File: config.mk
export PLATFORM = sky130hd
export DESIGN_NAME = bios_stream_bridge
export DESIGN_NICKNAME = d
export VERILOG_FILES = /design/src/rtl/bios_stream_bridge.sv
export SDC_FILE = /design/constraint.sdc
export NUM_CORES = 1
export LEC_CHECK = 0
export ABC_AREA = 1
export CELL_PAD_IN_SITES_DETAIL_PLACEMENT = 2
export CELL_PAD_IN_SITES_GLOBAL_PLACEMENT = 2
export CORE_UTILIZATION = 38
export DETAILED_ROUTE_END_ITERATION = 10
export GPL_TIMING_DRIVEN = 0
export PLACE_DENSITY_LB_ADDON = 0.1
export SLEW_MARGIN = 20
export SYNTH_ARGS = -nofsm -noshare
export SYNTH_HDL_FRONTEND = slang
export SYNTH_SLANG_ARGS = --single-unit
File: constraint.sdc
create_clock -name clk_sys -period 5.6 [get_ports clk_sys]
set_clock_uncertainty 0.2 [all_clocks]
set_input_delay 1.12 -clock clk_sys [delete_from_list [all_inputs] [get_ports clk_sys]]
set_output_delay 1.12 -clock clk_sys [all_outputs]
set_load 0.01 [all_outputs]
File: src/rtl/bios_stream_bridge.sv
// rtl/bios_stream_bridge.sv - download byte stream to 16-bit pull-side BIOS word bridge, 64x16 ping-pong buffer.
// Optional checksum accumulator: define BIOS_BRIDGE_CHECKSUM_EN.
module bios_stream_bridge #(
    parameter logic [7:0] BIOS_INDEX = 8'h00
) (
    input  logic        clk_sys,
    input  logic        reset,
    input  logic        ioctl_download,
    input  logic [7:0]  ioctl_index,
    input  logic        ioctl_wr,
    input  logic [24:0] ioctl_addr,
    input  logic [7:0]  ioctl_dout,
    input  logic        bios_req,
    output logic [12:0] bios_addr,
    output logic [15:0] bios_din,
    output logic        bios_wr,
    output logic        bios_loaded,
    output logic        overflow,
    output logic [15:0] checksum
);

    logic [15:0] mem [0:63];

    logic        dl_q, dl_d;
    logic        armed_q, armed_d;
    logic        done_q, done_d;
    logic        pull_seen_q, pull_seen_d;
    logic        overflow_q, overflow_d;
    logic        loaded_q, loaded_d;
    logic        end_valid_q, end_valid_d;
    logic        partial_q, partial_d;
    logic [1:0]  full_q, full_d;
    logic [5:0]  rd_ptr_q, rd_ptr_d;
    logic [5:0]  end_ptr_q, end_ptr_d;
    logic [5:0]  wr_last_q, wr_last_d;
    logic [7:0]  lo_q, lo_d;
    logic [12:0] addr_q, addr_d;
    logic [15:0] din_q, din_d;

    logic        dl_rise, dl_fall, accept, word_wr, wr_ok, pull, at_end;
    logic [1:0]  full_base;
    logic [15:0] rd_word;

    // Address bits between the buffer index and the range check carry no meaning here.
    logic unused_addr;
    assign unused_addr = ^ioctl_addr[13:7];

    assign dl_rise   = ioctl_download & ~dl_q;
    assign dl_fall   = ~ioctl_download & dl_q & armed_q;
    assign accept    = ioctl_download & ioctl_wr & (ioctl_index == BIOS_INDEX) & (armed_q | dl_rise);
    assign word_wr   = accept & ioctl_addr[0];
    assign full_base = dl_rise ? 2'b00 : full_q;
    assign wr_ok     = word_wr & ~full_base[ioctl_addr[6]] & (ioctl_addr[24:14] == 11'd0);
    assign pull      = bios_req & full_q[rd_ptr_q[5]] & ~dl_rise;
    assign at_end    = end_valid_q & (rd_ptr_q == end_ptr_q);
    assign rd_word   = mem[rd_ptr_q];

    always_ff @(posedge clk_sys) begin
        if (wr_ok) begin
            mem[ioctl_addr[6:1]] <= {ioctl_dout, lo_q};
        end
    end

    always_comb begin
        dl_d        = ioctl_download;
        armed_d     = armed_q;
        done_d      = done_q;
        pull_seen_d = pull_seen_q;
        overflow_d  = overflow_q;
        loaded_d    = loaded_q;
        end_valid_d = end_valid_q;
        partial_d   = partial_q;
        full_d      = full_base;
        rd_ptr_d    = rd_ptr_q;
        end_ptr_d   = end_ptr_q;
        wr_last_d   = wr_last_q;
        lo_d        = lo_q;
        addr_d      = addr_q;
        din_d       = din_q;

        if (dl_rise) begin
            armed_d     = 1'b1;
            done_d      = 1'b0;
            pull_seen_d = 1'b0;
            loaded_d    = 1'b0;
            end_valid_d = 1'b0;
            partial_d   = 1'b0;
            rd_ptr_d    = '0;
            addr_d      = '0;
        end else if (done_q && full_q == 2'b00) begin
            loaded_d = 1'b1;
        end

        if (pull) begin
            din_d       = rd_word;
            rd_ptr_d    = rd_ptr_q + 6'd1;
            addr_d      = pull_seen_q ? addr_q + 13'd1 : 13'd0;
            pull_seen_d = 1'b1;
            // Leaving a half (natural boundary or truncated end) hands it back to the writer.
            if (rd_ptr_q[4:0] == 5'd31 || at_end) begin
                full_d[rd_ptr_q[5]] = 1'b0;
            end
            if (at_end) begin
                end_valid_d = 1'b0;
            end
        end

        if (accept && !ioctl_addr[0]) begin
            lo_d = ioctl_dout;
        end

        if (word_wr) begin
            if (wr_ok) begin
                wr_last_d = ioctl_addr[6:1];
                if (ioctl_addr[5:1] == 5'd31) begin
                    full_d[ioctl_addr[6]] = 1'b1;
                    partial_d             = 1'b0;
                end else begin
                    partial_d = 1'b1;
                end
            end else begin
                overflow_d = 1'b1;
            end
        end

        if (dl_fall) begin
            armed_d = 1'b0;
            done_d  = 1'b1;
            if (partial_q) begin
                full_d[wr_last_q[5]] = 1'b1;
                end_ptr_d            = wr_last_q;
                end_valid_d          = 1'b1;
                partial_d            = 1'b0;
            end
        end
    end

    // dl_q resets high so a download still active across reset cannot re-arm the bridge.
    always_ff @(posedge clk_sys or posedge reset) begin
        if (reset) begin
            dl_q        <= 1'b1;
            armed_q     <= 1'b0;
            done_q      <= 1'b0;
            pull_seen_q <= 1'b0;
            overflow_q  <= 1'b0;
            loaded_q    <= 1'b0;
            end_valid_q <= 1'b0;
            partial_q   <= 1'b0;
            full_q      <= '0;
            rd_ptr_q    <= '0;
            end_ptr_q   <= '0;
            wr_last_q   <= '0;
            lo_q        <= '0;
            addr_q      <= '0;
            din_q       <= '0;
        end else begin
            dl_q        <= dl_d;
            armed_q     <= armed_d;
            done_q      <= done_d;
            pull_seen_q <= pull_seen_d;
            overflow_q  <= overflow_d;
            loaded_q    <= loaded_d;
            end_valid_q <= end_valid_d;
            partial_q   <= partial_d;
            full_q      <= full_d;
            rd_ptr_q    <= rd_ptr_d;
            end_ptr_q   <= end_ptr_d;
            wr_last_q   <= wr_last_d;
            lo_q        <= lo_d;
            addr_q      <= addr_d;
            din_q       <= din_d;
        end
    end

`ifdef BIOS_BRIDGE_CHECKSUM_EN
    logic [15:0] sum_q, sum_d;

    always_comb begin
        sum_d = sum_q;
        if (dl_rise) begin
            sum_d = '0;
        end else if (pull) begin
            sum_d = sum_q + rd_word;
        end
    end

    always_ff @(posedge clk_sys or posedge reset) begin
        if (reset) begin
            sum_q <= '0;
        end else begin
            sum_q <= sum_d;
        end
    end

    assign checksum = sum_q;
`else
    assign checksum = '0;
`endif

    assign bios_addr   = addr_q;
    assign bios_din    = din_q;
    assign bios_wr     = full_q[rd_ptr_q[5]];
    assign bios_loaded = loaded_q;
    assign overflow    = overflow_q;

endmodule

== Word level (Yosys, flattened, before mapping) ==
Memories as Yosys holds them, arrays and structs flattened. A register that Yosys moved wholly into a read port is not among the register bits.
Index checks and enable logic that the tools add are counted.
Word-level totals
  register bits: 49
  bits in writable memories: 1024
  output and inout port bits: 48
  logic and storage cells: 107
  memories: 1
Memory list
  mem: words 64, bits a word 16, rd ports 1, clocked after memory_dff 1, write ports 1, RTL line 22  | logic [15:0] mem [0:63];
Cells by class
  add/sub/neg operators: 2
  magnitude comparators: 6
  equality and inequality tests: 3
  multiplexer cells: 43
  bitwise operators: 22
  reduce and logical (&&, ||, !) cells: 16
Operators by type and width (count)
  2-to-1 mux 13 bit: 3
  2-to-1 mux 1 bit: 27
  2-to-1 mux 2 bit: 8
  adder 13 x 1 -> 13 bit, second input constant: 1
  AND 1 bit: 12
  2-to-1 mux 6 bit: 2
  logical NOT 11 bit: 1
  == test 5 bit, second input constant: 2
  logical NOT 8 bit: 1
  adder 6 x 1 -> 6 bit, second input constant: 1
  == test 6 bit: 1
  < comparator 1 x 2 -> 1 bit, second input constant: 3
  AND reduction 2 bit: 3
  nonzero test 2 bit: 3
  logical AND 1 bit: 5
  inverter 1 bit: 5
  OR 2 bit: 2
  demux 1 bit (select 1 bit): 3
  greater-or-equal comparator 1 bit, second input constant: 3
  AND 2 bit: 1
  logical NOT 2 bit: 1
  inverter 2 bit: 1
  logical NOT 1 bit: 1
  logical OR 1 bit: 1
  OR 1 bit: 1

== Depth between registers and ports, before layout ==
  depth in word-level cells: 15
  mapped depth: 11
  gate-level depth less buffers: 10

== Worst setup path before layout ==
OpenSTA, ideal clock, no wires.
  path kind: input port to flip-flop
  start: input port ioctl_download
  end: memory mem[10][0], enable pin
  data arrival time: 2.868 ns
  data required time: 5.012 ns
  path slack: 2.143 ns
  stages: 10
  cell sequence: inv_2 -> nor2_4 -> inv_2 -> nand2_1 -> o21ai_1 -> nor2_1 -> nand2_2 -> nor2_4 -> nand2_2 -> nor2_1
Between the ends
  cells in the longest elaborated chain, start to end: 9
RTL lines
  from (decl): RTL line 8  | input logic ioctl_download,
  AND 1 bit: RTL line 48  | assign dl_rise = ioctl_download & ~dl_q;
  2-to-1 mux 2 bit: RTL line 52  | assign full_base = dl_rise ? 2'b00 : full_q;
  2-to-1 mux 1 bit (not written as such) (2 in series): RTL line 53  | assign wr_ok = word_wr & ~full_base[ioctl_addr[6]] & (ioctl_addr[24:14] == 11'd0);
  inverter 1 bit: RTL line 53
  AND 1 bit (*) (2 in series): RTL line 53
  2-to-1 mux 1 bit (*): RTL line 59  | if (wr_ok) begin
  2-to-1 mux 1 bit (not written as such) (*): RTL line 60  | mem[ioctl_addr[6:1]] <= {ioctl_dout, lo_q};
  to (decl): RTL line 22
Mark *: on every way between the ends. The rest lies on a longest branch, timed or not. The select of a mux whose other input is x is not followed.

== Worst setup path in the final report ==
  start: input port ioctl_download
  end: memory mem[43][9], enable pin
The elaborated chain is that of the path after synthesis.

==> reports/qor.csv <==
metric;value;unit
status;finished clean;
p_sw;3740;uW
cts.sinks;1089;
crit_path_start;ioctl_download;
critPathTopFamily;simple AND/OR/NAND/NOR gates;
fin_hold_ws;0.279;ns
track_usage;31.8;%
pwr-share-comb;1.6;%
crit_fanout;16;
synth_most_common_cell;nand2_1;
syn_inst;4279;
power.density;312;mW/mm^2
maxCapViolCount;0;
worst_slack;1.66;ns
cts_buffers;130;
first_iter_violations;3581;
cts_hold_buffers;0;
setup_tns;0;ns
power.leakage;0.0218;uW
met1_usage;40.8;%
cp.depth;11;
wl_per_cell;31.6;um
pwr-share-clk;46.8;%
nets;4608;
first_pass_iters;6;
clk_pin_slew_worst_paths;0.06;ns
endpoint;mem[43][9];
cts-root-buf;clkbuf_16;
hold_class;flip-flop to flip-flop;
cp.buffers_inverters;3;
power.internal;13500;uW
cts-resized-gates;0;
postCtsSetupBuffers;0;
ys_top_cells_by_area;edfxtp_1, nand3_1, nand2_1;
synthFlopType;edfxtp_1;
fillers;12500;
seq_area;0.0324;mm^2
floorplan.initialDensity;38.3;%
syn_avg_cell_area;10.9;um^2
busiest_layer;met2;
clockBufferDepth;3;
worstReg2RegStart;rd_ptr_q[0];
grt_pass1_vias;37300;
power.total;17300;uW
grt_overflow;0;
drive_gt1_share;12.8;%
fin_crit;3.94;ns
drv_slew;0;
cp_slowest_stage_delay;0.72;ns
antenna_found_initial;7;
pre_cts_slack;0.942;ns
crit_chain;clkdlybuf4s50_1 -> inv_2 -> nor2_4 -> nor2_1 -> nor2_1 -> nand3_1 -> inv_2 -> nand2_2 -> nor2_4 -> nand2_2 -> nor2_4;
cts_tree;built;
arrival;4.11;ns
insertion_delay;0.76;ns
grtUsageMet3;5.10;%
die_height;352;um
hold_viol;0;
synth_largest_area_cell;edfxtp_1;
ys_types;40;
stdcell_area;0.0554;mm^2
r2r_cells;10;
crit_top_cell;nor2_4;
yosysSeqAreaShare;69.5;%
yosys.area.top_type_share;66.0;%
switching_share;21.7;%
htreeDepth;4;
grt_start_max_net_pins;62;
fmax;0.254;GHz
tightest_slew;1.25;ns
gp_congestion;0.873;
wirelength;199000;um
dp_hpwl;137000;um
io_pins;94;
hold_depth;2;
yosys_warnings;0;
min_from;done_q;
synth_commonest_cells;nand2_1, edfxtp_1, nand3_1, inv_1, nor2_1;
antenna_left;0;
irDropWorstVdd;264;uV
grt_pass1_wl;277000;um
critPathCaptureType;flip-flop;
synth_edf_count;1024;
route.detailed.drc;0;
multiInputGateArea;0.0114;mm^2
num_vias;35100;
via_per_inst;5.59;
rsz0062_at_grt;no;
synth_area;0.0466;mm^2
area_growth;18.9;%
p_seq_share;51.6;%
fp.coreArea;0.122;mm^2
r2r_setup_slack;1.75;ns
dieWidth;352;um
rows;128;
grt.met2_usage;52.9;%
placed_area;0.0514;mm^2
slew_headroom;16.7;%
reg2reg_to;bios_din[1];
ys_async_sr_fraction;5.97;%
min_period_over_period;70.3;%
path_class;input port to flip-flop;
die-area;0.124;mm^2
portBuffers;69;
setup_violations;0;
required;5.77;ns
startpoint_type;input port;
ys_ff_latch;1089;
critPathSlowestCell;nor2_4;
cell usage in the layout, fill, tap and decap left out, types with 16 or more instances in the layout:
master / Yosys / routed
nand2_1: 1055 / 1055
edfxtp_1: 1024 / 1024
nand3_1: 822 / 822
inv_1: 569 / 568
clkbuf_1: 122 / 147
or2_2: 144 / 144
clkbuf_16: 0 / 133
nor2_1: 157 / 93
buf_2: 77 / 77
nor2_4: 4 / 66
o211ai_1: 64 / 64
clkdlybuf4s50_1: 0 / 61
dfrtp_1: 64 / 56
o21ai_0: 52 / 52
buf_16: 0 / 44
clkinv_1: 2 / 31
buf_1: 25 / 25
buf_4: 17 / 25
clkinv_2: 0 / 18
buf_12: 1 / 17
conb_1: 1 / 16
per-layer routing:
metal | vias to the layer above | share of wire, %
li1 | 14900 | -
met1 | 18500 | 41
met2 | 1346 | 48
met3 | 365 | 6.5
met4 | 0 | 4.6
met5 | - | 0
power groups by stage:
stage                     Sequential [uW]  Clock, uW  Combinational (uW)
after floorplan                      9060          0                56.0
after global placement               9100          0                 220
after detailed placement             9070          0                 265
after CTS                            8900       8150                 267
after global routing                 8900       8420                 280
final                                8900       8080                 268
worst min path at each step:
stage / to / slack (ns)
2_1_floorplan: done_q / 0.24
3_3_place_gp: done_q / 0.26
3_5_place_dp: done_q / 0.27
4_1_cts: done_q / 0.28
5_1_grt: done_q / 0.30
6_report: done_q / 0.28
tightest hold or removal path: cells and delay by family, from the launching register on:
family,cells,cell delay (ns)
flops,1,0.34
simple gates,2,0.11
stage by stage:
step / cells / utilization [%]
global route: 6283 / 45.5
finish: 6286 / 45.5
detailed placement: 6052 / 42.2
CTS: 6283 / 45.5
floorplan: 4294 / -
global placement: 5988 / 40.5
area by class of cell:
cell class                 count  share of cell area, %
clock inverter                64                  0.809
clock buffer                 167                   6.31
inverter                     577                   3.92
tap                         1625                   3.67
sequential                  1089                   58.5
timing repair buffer         133                   4.09
buffer                       243                   1.99
multi-input combinational   2385                   20.7
antenna                        3                 0.0136
cell families (layout without fill, tap and decap cells):
logic type / count (synthesis) / in the layout / share of synthesized area [%]
AOI/OAI and AO/OA: 136 / 136 / 1.85
xor gates and xnor gates: 9 / 9 / 0.169
adders and majority gates: 3 / 3 / 0.0806
buffers and inverters: 820 / 1184 / 7.01
DFF: 1089 / 1089 / 69.5
muxes: 8 / 8 / 0.193
other: 1 / 19 / 0.00805
and+or+nand+nor: 2213 / 2213 / 21.1
registers in the layout (all words and copies together) (netlist names), 2 cells and up:
name	count
bios_addr	13
bios_din	16
end_ptr_q	6
full_q	2
lo_q	8
mem	1024
rd_ptr_q	6
wr_last_q	6
(Power assumes the default switching activity.)
